**src/rtl/radix2_div_if.sv**
```systemverilog
// radix2_div_if: request/result handshake bundle shared by the iterative
// divider and the execute stage. The producer side (master) raises a request
// and consumes results; the divider side (slave) reports busy/valid and
// presents the quotient, remainder and divide-by-zero flag.
interface radix2_div_if #(
  parameter int WIDTH = 64
) ();

  logic             div_datavaild_i;
  logic             div_signed_i;
  logic [WIDTH-1:0] dividend_i;
  logic [WIDTH-1:0] divisor_i;
  logic             div_ready;
  logic             div_doing_o;
  logic             div_valid_o;
  logic [WIDTH-1:0] quotient_o;
  logic [WIDTH-1:0] remainder_o;
  logic             div_by_zero_o;

  modport master (
    output div_datavaild_i,
    output div_signed_i,
    output dividend_i,
    output divisor_i,
    output div_ready,
    input  div_doing_o,
    input  div_valid_o,
    input  quotient_o,
    input  remainder_o,
    input  div_by_zero_o
  );

  modport slave (
    input  div_datavaild_i,
    input  div_signed_i,
    input  dividend_i,
    input  divisor_i,
    input  div_ready,
    output div_doing_o,
    output div_valid_o,
    output quotient_o,
    output remainder_o,
    output div_by_zero_o
  );

endinterface

```
**src/rtl/radix2_div.sv**
```systemverilog
// radix2_div: iterative restoring radix-2 integer divider, one quotient bit
// per cycle. Results are held in DONE until the consumer raises div_ready and
// stay on quotient_o/remainder_o until the next result overwrites them.
// Divide-by-zero bypasses the iteration and returns all ones / the dividend.
// Optional feature macro: RADIX2_DIV_SIGNED_EN compiles in two's-complement
// division (operand magnitudes, sign latching and result sign fix-up). When it
// is undefined div_signed_i is ignored and every request is unsigned.
module radix2_div #(
  parameter int WIDTH = 64
) (
  input  logic           clk,
  input  logic           rst,
  radix2_div_if.slave    bus
);

  localparam int CNT_W = $clog2(WIDTH + 1);

  typedef enum logic [1:0] {
    IDLE,
    CALC,
    DONE
  } state_t;

  state_t           state;
  logic [CNT_W-1:0] cnt;
  logic [WIDTH-1:0] rem;
  logic [WIDTH-1:0] dvd;
  logic [WIDTH-1:0] dvs;

  logic [WIDTH:0]   shifted;
  logic [WIDTH:0]   diff;
  logic             q_bit;
  logic [WIDTH-1:0] rem_next;
  logic [WIDTH-1:0] dvd_next;

  logic [WIDTH-1:0] dividend_mag;
  logic [WIDTH-1:0] divisor_mag;
  logic [WIDTH-1:0] quotient_fix;
  logic [WIDTH-1:0] remainder_fix;

`ifdef RADIX2_DIV_SIGNED_EN
  logic dvd_neg;
  logic dvs_neg;
  logic req_dvd_neg;
  logic req_dvs_neg;

  // Operand magnitudes for a signed request and sign-corrected final results.
  always_comb begin
    req_dvd_neg   = bus.div_signed_i & bus.dividend_i[WIDTH-1];
    req_dvs_neg   = bus.div_signed_i & bus.divisor_i[WIDTH-1];
    dividend_mag  = req_dvd_neg ? (~bus.dividend_i + 1'b1) : bus.dividend_i;
    divisor_mag   = req_dvs_neg ? (~bus.divisor_i + 1'b1) : bus.divisor_i;
    quotient_fix  = (dvd_neg ^ dvs_neg) ? (~dvd + 1'b1) : dvd;
    remainder_fix = dvd_neg ? (~rem + 1'b1) : rem;
  end
`else
  // Unsigned only: operands and raw results pass straight through.
  always_comb begin
    dividend_mag  = bus.dividend_i;
    divisor_mag   = bus.divisor_i;
    quotient_fix  = dvd;
    remainder_fix = rem;
  end
`endif

  // One restoring step: shift {rem, dvd} left and trial-subtract the divisor.
  always_comb begin
    shifted  = {rem, dvd[WIDTH-1]};
    diff     = shifted - {1'b0, dvs};
    q_bit    = ~diff[WIDTH];
    rem_next = q_bit ? diff[WIDTH-1:0] : shifted[WIDTH-1:0];
    dvd_next = {dvd[WIDTH-2:0], q_bit};
  end

  // Control FSM with datapath registers and registered handshake outputs.
  always_ff @(posedge clk) begin
    if (rst) begin
      state             <= IDLE;
      cnt               <= '0;
      rem               <= '0;
      dvd               <= '0;
      dvs               <= '0;
`ifdef RADIX2_DIV_SIGNED_EN
      dvd_neg           <= 1'b0;
      dvs_neg           <= 1'b0;
`endif
      bus.div_doing_o   <= 1'b0;
      bus.div_valid_o   <= 1'b0;
      bus.quotient_o    <= '0;
      bus.remainder_o   <= '0;
      bus.div_by_zero_o <= 1'b0;
    end else begin
      case (state)
        IDLE: begin
          if (bus.div_datavaild_i) begin
            bus.div_doing_o <= 1'b1;
            if (bus.divisor_i == '0) begin
              bus.quotient_o    <= '1;
              bus.remainder_o   <= bus.dividend_i;
              bus.div_by_zero_o <= 1'b1;
              state             <= DONE;
            end else begin
              dvd   <= dividend_mag;
              dvs   <= divisor_mag;
              rem   <= '0;
              cnt   <= '0;
`ifdef RADIX2_DIV_SIGNED_EN
              dvd_neg <= req_dvd_neg;
              dvs_neg <= req_dvs_neg;
`endif
              state <= CALC;
            end
          end
        end
        CALC: begin
          if (cnt == CNT_W'(WIDTH)) begin
            bus.quotient_o    <= quotient_fix;
            bus.remainder_o   <= remainder_fix;
            bus.div_by_zero_o <= 1'b0;
            bus.div_valid_o   <= 1'b1;
            state             <= DONE;
          end else begin
            rem <= rem_next;
            dvd <= dvd_next;
            cnt <= cnt + 1'b1;
          end
        end
        DONE: begin
          if (!bus.div_valid_o) begin
            bus.div_valid_o <= 1'b1;
          end else if (bus.div_ready) begin
            bus.div_valid_o <= 1'b0;
            bus.div_doing_o <= 1'b0;
            state           <= IDLE;
          end
        end
        default: begin
          state <= IDLE;
        end
      endcase
    end
  end

endmodule

```
**src/flat_wrapper.sv**
```systemverilog
// flat-port wrapper written by rule: the top's interface ports become plain ports
module radix2_div_flat 
#(
  parameter int WIDTH = 64
)
  (clk, rst, bus_div_datavaild_i, bus_div_signed_i, bus_dividend_i, bus_divisor_i, bus_div_ready, bus_div_doing_o, bus_div_valid_o, bus_quotient_o, bus_remainder_o, bus_div_by_zero_o);
  radix2_div_if #(.WIDTH(WIDTH)) bus_i ();
  input  logic clk;
  input  logic rst;
  input wire logic [$bits(bus_i.div_datavaild_i)-1:0] bus_div_datavaild_i;
  input wire logic [$bits(bus_i.div_signed_i)-1:0] bus_div_signed_i;
  input wire logic [$bits(bus_i.dividend_i)-1:0] bus_dividend_i;
  input wire logic [$bits(bus_i.divisor_i)-1:0] bus_divisor_i;
  input wire logic [$bits(bus_i.div_ready)-1:0] bus_div_ready;
  output wire logic [$bits(bus_i.div_doing_o)-1:0] bus_div_doing_o;
  output wire logic [$bits(bus_i.div_valid_o)-1:0] bus_div_valid_o;
  output wire logic [$bits(bus_i.quotient_o)-1:0] bus_quotient_o;
  output wire logic [$bits(bus_i.remainder_o)-1:0] bus_remainder_o;
  output wire logic [$bits(bus_i.div_by_zero_o)-1:0] bus_div_by_zero_o;
  assign bus_i.div_datavaild_i = bus_div_datavaild_i;
  assign bus_i.div_signed_i = bus_div_signed_i;
  assign bus_i.dividend_i = bus_dividend_i;
  assign bus_i.divisor_i = bus_divisor_i;
  assign bus_i.div_ready = bus_div_ready;
  assign bus_div_doing_o = bus_i.div_doing_o;
  assign bus_div_valid_o = bus_i.div_valid_o;
  assign bus_quotient_o = bus_i.quotient_o;
  assign bus_remainder_o = bus_i.remainder_o;
  assign bus_div_by_zero_o = bus_i.div_by_zero_o;
  radix2_div #(.WIDTH(WIDTH)) u_core (.clk(clk), .rst(rst), .bus(bus_i));
endmodule
```
**config.mk**
```make
export PLATFORM = sky130hd
export DESIGN_NAME = radix2_div_flat
export DESIGN_NICKNAME = d
export VERILOG_FILES = /design/src/rtl/radix2_div_if.sv /design/src/rtl/radix2_div.sv /design/src/flat_wrapper.sv
export SDC_FILE = /design/constraint.sdc
export NUM_CORES = 1
export LEC_CHECK = 0
export ABC_CLOCK_PERIOD_IN_PS = 4300
export BUFFER_PORTS_ARGS = -buffer_cell sky130_fd_sc_hd__buf_2
export CORE_MARGIN = 2
export CORE_UTILIZATION = 30
export DETAILED_ROUTE_END_ITERATION = 10
export GPL_TIMING_DRIVEN = 1
export HOLD_SLACK_MARGIN = 0.02
export PLACE_DENSITY = 0.49
export SYNTH_ARGS = -nofsm -noshare
export SYNTH_HDL_FRONTEND = slang
export SYNTH_SLANG_ARGS = --single-unit
```
**constraint.sdc**
```tcl
create_clock -name clk -period 4.3 [get_ports clk]
set_input_delay 0.215 -clock clk [delete_from_list [all_inputs] [get_ports clk]]
set_output_delay 0.215 -clock clk [all_outputs]
set_load 0.01 [all_outputs]
```
==> results of run 1 <==
## sequential cells by signal (all words and copies together) (netlist names)
register / count
u_core.bus.quotient_o: 64
u_core.bus.remainder_o: 64
u_core.bus.div_by_zero_o: 1
u_core.bus.div_doing_o: 1
u_core.cnt: 7
u_core.rem: 64
u_core.dvs: 64
u_core.state: 2
u_core.dvd: 64
u_core.bus.div_valid_o: 1
## layout make-up
cell class	instances	area (sq um)	share of cell area
antenna	2	5.00	0.000239
multi-input combinational	1660	9550	0.455
clock buffer	56	1140	0.0544
tap	756	946	0.0451
clock inverter	15	120	0.00573
sequential	332	6650	0.317
inverter	83	312	0.0149
timing repair buffer	354	2250	0.107
## synth_stat cells, types with 22 or more instances
cell type and instances:
xnor2_1 33, o21ai_0 78, nand4_1 28, clkbuf_1 127, nand2_1 235, a211oi_1 139, nor3_1 86, o21ai_1 30
xor2_1 29, buf_2 24, nor4_1 22, a21oi_1 301, dfxtp_1 332, nor2_1 333, ha_1 66, and2_1 73
inv_1 83, a21o_1 24
## tightest hold or removal path: cells and delay by family
kind	cells	cell delay (ns)
simple gates	1	0.12
compound gates	1	0.07
buf+inv	1	0.11
## worst max-delay path by stage
stage | startpoint | endpoint | slack (ns) | cells past startpoint
3_3_place_gp | u_core.dvd[63] | u_core.rem[25] | 0.57 | 14
6_report | u_core.dvd[63] | u_core.rem[10] | 0.53 | 15
3_5_place_dp | u_core.dvd[63] | u_core.rem[25] | 0.53 | 14
5_1_grt | u_core.dvd[63] | u_core.rem[5] | 0.26 | 15
2_1_floorplan | u_core.dvd[63] | u_core.rem[60] | 1.12 | 14
4_1_cts | u_core.dvd[63] | u_core.rem[10] | 0.51 | 15
## cell families after synthesis
| logic type | count (synthesis) | share of synthesized area |
|---|---|---|
| xor+xnor | 64 | 0.0343 |
| flops | 332 | 0.388 |
| mux | 12 | 0.00724 |
| compound gates | 682 | 0.247 |
| buf+inv | 246 | 0.0575 |
| simple gates | 835 | 0.217 |
| fa+ha+maj | 67 | 0.0494 |
## power by group
part / switching [mW] / internal, mW / total [mW]
logic: 4.23 / 2.76 / 6.99
clock network: 1.38 / 1.91 / 3.29
registers: 0.391 / 3.34 / 3.73
total: 5.99 / 8.01 / 14.0
## per-layer routing
metal | share of wire | up-vias | global-route usage
met2 | 0.42 | 385 | 0.289
met3 | 0.046 | 71 | 0.0272
met1 | 0.51 | 7544 | 0.289
met5 | 0 | - | 0
met4 | 0.026 | 0 | 0.0570
li1 | - | 8315 | -
## stage by stage
step                       util  instances  hold slack [ns]  power (mW)
after floorplan               -       2238            0.351        8.77
after global placement    0.338       3123            0.442        10.7
after detailed placement  0.338       3123            0.447        10.7
after CTS                 0.372       3256           0.0226        14.0
after global routing      0.372       3256           0.0231        14.9
final                     0.372       3258           0.0147        14.0
## cell usage in the layout (no fill, tap or decap), drive strengths merged, types with 74 or more instances in the layout
master and count:
a211oi 139, a21oi 302, and2 74, buf 291, dfxtp 332, inv 84
nand2 236, nor2 335, nor3 86, o21ai 109
==> flow_summary.toml, run 1 <==
[critical_path]
crit_required_ns = 4.73
end_kind = "flip-flop"
worstSetupPathType = "flip-flop to flip-flop"
r2r-end = "u_core.rem[10]"
path_buf_inv = 3
max_stage_delay_ns = 0.50
crit_family = "compound AO/OA/AOI/OAI gates"
crit_chain = "inv_1, ha_1, inv_1, fa_1, a211oi_1, o21ai_0, o2111ai_2, a21oi_4, o2111ai_1, nand2_1, xnor2_4, buf_12, nor2_1, a21oi_1, o21ai_0"
timing.rr.start = "u_core.dvd[63]"
critPathMaxFanout = 41
rr_worst_depth = 15
worst_ep_arrival_time_ns = 4.19
r2r_slack_ns = 0.53
cp_slowest_cell = "xnor2_4"
cp-start-kind = "flip-flop"

[global_routing]
grtUsageTotal = 0.194
grt_max_degree = 155
grt_pass1_vias = 15500
antenna_found_initial = 0
grt_overflow = 0
grt_pass1_wl_um = 90600

[logic_synthesis]
yosysSeqAreaShare = 0.388
synth_ff_type = "dfxtp_1"
syn_avg_cell_area_sq_um = 7.65
syn_nets = 2438
synth_top_area_cell = "dfxtp_1"
async_reset_ff_frac = 0
syn_area_sq_um = 17100
postSynthCellCount = 2238
synthTopCellsByArea = "dfxtp_1 39%, a21oi_1 8.8%, nor2_1 7.3%, a211oi_1 6.1%, nand2_1 5.2%"
ys_seq_elements = 332
synth_top_cell_area_share = 0.388
ys_types = 76
synth_edf_count = 0
yosys_warnings = 0

[drt]
drt-total-wl_um = 59300
viasPerCell = 5.01
drc = 0
vias = 16300
routedWlPerCell_um = 18.2
ant_nets = 0
first_pass_iters = 5
drt_iter0_markers = 1103

[timing]
rsz0062_at_grt = "no"
slew_violations = 0
worst_pin_slew_ns = 1.05
max_freq_ghz = 0.265
hold_violations = 0
fin_crit_ns = 3.77
skew_ns = 0.0180
finalCritPeriodShare = 0.877
setup-tns-final_ns = 0
setup_viol = 0
worst_slack_ns = 0.530
slew_headroom = 0.303

[clocking]
cts_made_buffers = 39
cts_root_buffer = "clkbuf_16"
clk_pin_slew_worst_paths_ns = 0.06
cts_sinks = 332
post_cts_buffers = 0
clk_latency_ns = 0.57
h-tree-depth = 2
postCtsHoldBufs = 62
cts_buffer_depth = 3
cts_tree = "built"
ctsResizeCount = 0

[worst_hold_path]
min_path_type = "input pin to flip-flop"
holdCritStartpoint = "bus_divisor_i[63]"
whs_endpoint = "u_core.dvs[63]"
hold_depth = 3

[floorplan]
io_pins = 264
die_w_um = 243
coreArea_sq_um = 56400
dieArea_sq_um = 59000
die_h_um = 243
num_rows = 87
initial_core_util = 0.304

[layout]
drive_above_1_share = 0.155
syn_to_final_growth_pct = 22.5
fin_nets = 2670
finalInstanceArea_sq_um = 21000
nFillCells = 5987

[run]
maxCapViolations = 0

[placement]
port_buffers = 262
gp_congestion = 0.909
preCtsSetupSlack_ns = 0.525
postPlaceCellArea_sq_um = 19100
hpwl_um = 44100

[power]
power_density_nw_per_um2 = 668
power_leakage_nw = 8.68
ir_worst_vdd_mv = 0.650

[status]
status = "finished, final reports clean"
Power figures use the tool's default switching activity.
==> run 2: changes to the inputs <==
--- a/config.mk
+++ b/config.mk
@@ -5,14 +5,15 @@
 export SDC_FILE = /design/constraint.sdc
 export NUM_CORES = 1
 export LEC_CHECK = 0
+export ABC_AREA = 1
 export ABC_CLOCK_PERIOD_IN_PS = 4300
 export BUFFER_PORTS_ARGS = -buffer_cell sky130_fd_sc_hd__buf_2
 export CORE_MARGIN = 2
 export CORE_UTILIZATION = 30
+export CTS_BUF_LIST = sky130_fd_sc_hd__clkbuf_4 sky130_fd_sc_hd__clkbuf_8 sky130_fd_sc_hd__clkbuf_16
 export DETAILED_ROUTE_END_ITERATION = 10
 export GPL_TIMING_DRIVEN = 1
-export HOLD_SLACK_MARGIN = 0.02
-export PLACE_DENSITY = 0.49
+export PLACE_DENSITY = 0.48
 export SYNTH_ARGS = -nofsm -noshare
 export SYNTH_HDL_FRONTEND = slang
 export SYNTH_SLANG_ARGS = --single-unit
==> run 2 against run 1 <==
Effect of this change:
- clock power hardly changed
- largest cell class unchanged
- sequential power up 2%
- register-to-register slack better by 0.47 ns
- critical path depth up 3
- highest routed layer unchanged
- core utilization shrank 1.0 points
==> flow_summary.toml, run 2 <==
[status]
status = "finished, final reports clean"

[clocking]
cts_sinks = 332
cts_buffer_depth = 3
h-tree-depth = 2
cts_made_buffers = 40
clk_latency_ns = 0.57
cts_tree = "built"
ctsResizeCount = 0
clk_pin_slew_worst_paths_ns = 0.06
cts_root_buffer = "clkbuf_16"

[logic_synthesis]
async_reset_ff_frac = 0
postSynthCellCount = 3468
synth_ff_type = "dfxtp_1"
synthAdderAreaFrac = 0.0414
yosys_warnings = 0
netlist_top_cells_count = "1103 x nand2_1, 528 x inv_1, 486 x nor2_1, 332 x dfxtp_1, 301 x o21ai_0"
synth-xor-area-share = 0.0103
ys_types = 38
ys_seq_elements = 332
synthSimpleGateAreaFrac = 0.366
synth_top_area_cell = "dfxtp_1"
synth_top_cell_area_share = 0.325
synth_compound_area_frac = 0.123
synth_most_common_cell = "nand2_1"
muxShareOfSynthArea = 0
syn_avg_cell_area_sq_um = 5.89
synth_top_family_by_area = "simple AND/OR/NAND/NOR gates"
synth_edf_count = 0
syn_area_sq_um = 20400
synthTopCellsByArea = "dfxtp_1 33%, nand2_1 20%, inv_1 9.7%, nor2_1 8.9%, o21ai_0 7.4%"
syn_nets = 3668
yosysSeqAreaShare = 0.325

[layout]
fin_util = 0.362
multiInputGateArea_sq_um = 11100
nFillCells = 7687
diodes = 0
register_area_sq_um = 6650
final_common_cell = "nand2_1"
syn_to_final_growth_pct = 19.2
drive_above_1_share = 0.116
final_cell_mix = "1102 x nand2_1, 527 x inv_1, 486 x nor2_1"
fin_nets = 3915

[floorplan]
dieArea_sq_um = 70200
die_w_um = 265
io_pins = 264
initial_core_util = 0.304
coreArea_sq_um = 67300
die_h_um = 265
num_rows = 95

[power]
power_leakage_nw = 12.8
ir_worst_vdd_mv = 0.277
power_density_nw_per_um2 = 521

[critical_path]
worst_ep_arrival_time_ns = 3.70
end_kind = "flip-flop"
worstSetupPathType = "flip-flop to flip-flop"
crit_required_ns = 4.70
critPathMaxFanout = 31
cp-start-kind = "flip-flop"

[placement]
port_buffers = 262
gp_congestion = 0.971
hpwl_um = 57900

[drt]
drc = 0
drt_iter0_markers = 1396
ant_nets = 0
vias = 21300
drt-total-wl_um = 75500
first_pass_iters = 5
viasPerCell = 4.61
routedWlPerCell_um = 16.4

[worst_hold_path]
min_path_type = "input pin to flip-flop"

[timing]
max_freq_ghz = 0.303
rsz0062_at_grt = "no"
slew_headroom = 0.341
worst_pin_slew_ns = 0.988
setup-tns-final_ns = 0
fin_crit_ns = 3.30
finalCritPeriodShare = 0.768
skew_ns = 0.0224
slew_violations = 0
hold_violations = 0
setup_viol = 0

[global_routing]
grtUsageTotal = 0.211
antenna_found_initial = 0
grt_max_degree = 121
grt_pass1_wl_um = 116000
grt_overflow = 0
grt_pass1_vias = 19900

[run]
maxCapViolations = 0
## run 2: power breakdown
| part | internal (mW) | total, mW | switching [mW] |
|---|---|---|---|
| combinational | 1.70 | 5.59 | 3.89 |
| sequential | 3.51 | 3.82 | 0.304 |
| clock | 1.88 | 3.27 | 1.39 |
## run 2: kinds of logic after synthesis
logic type               Yosys count
AND/OR/NAND/NOR                 1850
buffers and inverters            701
AO/OA/AOI/OAI                    494
flip-flops                       332
adder cells (fa/ha/maj)           67
XOR/XNOR                          24
## run 2: critical path, cell delays in order, from the launching register on
cell and delay, ns:
dfxtp_1 0.30, inv_1 0.10, ha_1 0.16, inv_1 0.08, fa_1 0.46, nand2_1 0.10, nand2_1 0.06, nand3_1 0.10
nand2_2 0.11, nand2_1 0.10, nand2_2 0.09, nand2_2 0.08, nand2_2 0.08, nand2_4 0.11, nand3_2 0.41, nand2_4 0.51
nand2_1 0.09, nand3_1 0.09, a21oi_1 0.08
## run 2: final timing paths
path                           from              to  slack (ns)  depth (start not counted)
setup / recovery     u_core.dvd[63]  u_core.rem[16]         1.0                         18
hold / removal    bus_divisor_i[46]  u_core.dvs[46]       0.004                          3
setup reg to reg     u_core.dvd[63]  u_core.rem[16]         1.0                         18
hold reg to reg       u_core.dvs[0]   u_core.dvs[0]        0.45                          2
## run 2: per-stage QoR
stage	std cells	setup slack, ns	hold slack, ns	cell area, sq um	total power, mW
2_1_floorplan	3468	1.96	0.384	20400	7.71
3_3_place_gp	4486	1.01	0.445	22500	9.41
3_5_place_dp	4486	0.954	0.443	22500	9.41
4_1_cts	4613	0.947	0.000278	24300	12.8
5_1_grt	4613	0.759	0.0424	24300	13.7
6_report	4613	0.999	0.00409	24300	12.7
## run 2: routing by layer
layer  GRT usage  vias up  part of all wire
li1            -    11100                 -
met1       0.296     9597              0.49
met2       0.340      458              0.44
met3      0.0266       92             0.048
met4      0.0586        0             0.026
met5           0        -                 0
## run 2: cell type report
class,count,share of cell area
tap,873,0.0449
multi-input combinational,2435,0.456
inverter,558,0.0864
sequential,332,0.273
clock inverter,9,0.00298
clock buffer,58,0.0477
timing repair buffer,348,0.0892
## run 2: repair_timing
action	CTS	global route
hold endpoints to repair	60	0
hold buffers	60	0
endpoints found under the setup margin	0	0
setup buffers	0	0
==> run 3: changes to the inputs <==
--- a/config.mk
+++ b/config.mk
@@ -5,15 +5,15 @@
 export SDC_FILE = /design/constraint.sdc
 export NUM_CORES = 1
 export LEC_CHECK = 0
-export ABC_AREA = 1
-export ABC_CLOCK_PERIOD_IN_PS = 4300
+export ABC_AREA = 0
+export ABC_CLOCK_PERIOD_IN_PS = 2900
 export BUFFER_PORTS_ARGS = -buffer_cell sky130_fd_sc_hd__buf_2
 export CORE_MARGIN = 2
 export CORE_UTILIZATION = 30
 export CTS_BUF_LIST = sky130_fd_sc_hd__clkbuf_4 sky130_fd_sc_hd__clkbuf_8 sky130_fd_sc_hd__clkbuf_16
 export DETAILED_ROUTE_END_ITERATION = 10
 export GPL_TIMING_DRIVEN = 1
-export PLACE_DENSITY = 0.48
+export PLACE_DENSITY = 0.5
 export SYNTH_ARGS = -nofsm -noshare
 export SYNTH_HDL_FRONTEND = slang
 export SYNTH_SLANG_ARGS = --single-unit
==> constraint.sdc (replaced) <==
create_clock -name clk -period 2.9 [get_ports clk]
set_input_delay 0.145 -clock clk [delete_from_list [all_inputs] [get_ports clk]]
set_output_delay 0.145 -clock clk [all_outputs]
set_load 0.01 [all_outputs]
==> run 3 against run 2 <==
Effect of this change:
- the flow now finishes with violations (negative setup slack)
- via count fell by 16%
- clock power rose by 61%
- die area fell by 16%
- non-clock buffer count rose by 307
- fmax rose by 5.4%
- flip-flop and latch count did not move
- global-route usage rose by 0.13 points
- critical path depth fell by 4
- highest routed layer is now met5
==> flow_summary.toml, run 3 (same netlist as run 1, synthesis figures left out) <==
[timing]
slew_headroom = 0.424
finalCritPeriodShare = 1.08
slew_violations = 0
hold_violations = 0
setup-tns-final_ns = -8.50
worst_pin_slew_ns = 0.862
setup_viol = 64
skew_ns = 0.0149
worst_slack_ns = -0.232
rsz0062_at_grt = "yes"
max_freq_ghz = 0.319
fin_crit_ns = 3.13

[placement]
port_buffers = 262
postPlaceCellArea_sq_um = 21200
preCtsSetupSlack_ns = -0.372
gp_congestion = 0.893
dpl.cell_count = 3390
hpwl_um = 48200

[clocking]
cts_tree = "built"
cts_root_buffer = "clkbuf_16"
cts_sinks = 332
cts_made_buffers = 39
cts_buffer_depth = 3
h-tree-depth = 2
clk_pin_slew_worst_paths_ns = 0.06
clk_latency_ns = 0.57

[floorplan]
dieArea_sq_um = 59000
die_w_um = 243
num_rows = 87
die_h_um = 243
coreArea_sq_um = 56400
initial_core_util = 0.304
io_pins = 264

[drt]
drt-met1-wl_um = 32800
vias = 17900
drt-total-wl_um = 65500
drt_iter0_markers = 1259
routedWlPerCell_um = 18.4
wl_met2_um = 27600
top_layer = "met5"
route.met3.wl_um = 3530
viasPerCell = 5.02
first_pass_iters = 5
ant_nets = 0
drc = 0

[power]
power_switching_mw = 12.0
power.internal_mw = 16.5
ir_worst_vdd_mv = 1.33
power_leakage_nw = 10.5
power_frac_seq = 0.187
p_comb_frac = 0.629
power_density_nw_per_um2 = 1160
clockPowerShare = 0.184
swShare = 0.421

[critical_path]
cp-start-kind = "flip-flop"
worst_ep_arrival_time_ns = 3.63
crit_chain = "inv_2, ha_4, nand4_1, or4_1, a211o_1, a21oi_4, o2111ai_4, and2_4, xnor2_4, buf_6, buf_6, nor2_4, a22oi_2, o21ai_1"
worstSetupPathType = "flip-flop to flip-flop"
cpMostUsedCell = "buf_6"
cp_slowest_cell = "or4_1"
critPathMaxFanout = 8
rr_worst_depth = 14
end_kind = "flip-flop"
crit_required_ns = 3.40
max_stage_delay_ns = 0.53

[global_routing]
grt_overflow = 0
grt_pass1_vias = 17000
grtUsageTotal = 0.213
grt_pass1_wl_um = 98800
antenna_found_initial = 2
grt_max_degree = 150

[run]
maxCapViolations = 0

[layout]
layoutNonFillerInstCount = 3558
fin_nets = 2971
drive_above_1_share = 0.302
syn_to_final_growth_pct = 43.7
finalInstanceArea_sq_um = 24600
final_common_cell = "dfxtp_1"
final_cell_mix = "320 x dfxtp_1, 305 x nor2_1, 283 x buf_4"

[worst_hold_path]
min_path_type = "input pin to flip-flop"
hold_depth = 3

[status]
status = "complete, but fails checks"
violations = "negative setup slack"
## run 3: cell count changes in the layout (fill, tap and decap cells not counted), sizes merged, moves of 160 or more
cell	delta
inv	-473
nor2	-163
nand2	-884
buf	+298
nand3	-160
o21ai	-199
## run 3: what timing repair did
action / CTS / global route
pin swaps: 33 / 50
buffers inserted: 23 / 7
hold endpoints to repair: 68 / 0
cloned: 4 / 2
gates resized for setup: 102 / 169
setup endpoints to repair: 65 / 105
hold buffers: 66 / 0
## run 3: worst paths after layout
check,slack (ns),start,to
worst max-delay path,-0.23,u_core.dvs[30],u_core.rem[62]
worst min-delay path,0.01,bus_divisor_i[10],u_core.dvs[10]
worst max register to register,-0.23,u_core.dvs[30],u_core.rem[62]
worst min register to register,0.45,u_core.dvs[11],u_core.dvs[11]
## run 3: final cells by class
class / count / area (sq um)
Antenna cell: 1 / 2.50
Clock buffer: 56 / 1180
Clock inverter: 15 / 206
Fill cell: 5757 / 31800
Inverter: 83 / 312
Multi-Input combinational cell: 1660 / 10400
Sequential cell: 332 / 6660
Tap cell: 756 / 946
Timing Repair Buffer: 655 / 4860
## run 3: critical path, delay by kind of cell, from the launching register on
family | cells | cell delay [ns]
and+or+nand+nor | 4 | 1.14
AOI/OAI and AO/OA | 5 | 0.89
xor gates and xnor gates | 1 | 0.14
buffers and inverters | 3 | 0.31
adders and majority gates | 1 | 0.27
DFF | 1 | 0.34
## run 3: routing by layer
metal,global-route usage,vias to the layer above
met5,0,-
met4,0.0554,2
met3,0.0327,91
met2,0.318,456
met1,0.315,8406
li1,-,8909
## run 3: per-stage QoR
step	utilization	hold WS [ns]	power (mW)
global route	0.436	0.0243	30.1
CTS	0.424	0.0154	26.2
detailed placement	0.377	0.404	18.6
finish	0.436	0.00975	28.5
global placement	0.377	0.402	18.6
floorplan	-	0.273	13.1
## run 3: power by group through the flow
stage	logic, mW	registers, mW	clock network (mW)
5_1_grt	19.2	5.35	5.56
6_report	17.9	5.32	5.26
4_1_cts	15.5	5.30	5.39
2_1_floorplan	7.78	5.29	0
3_3_place_gp	13.2	5.38	0
3_5_place_dp	13.2	5.38	0
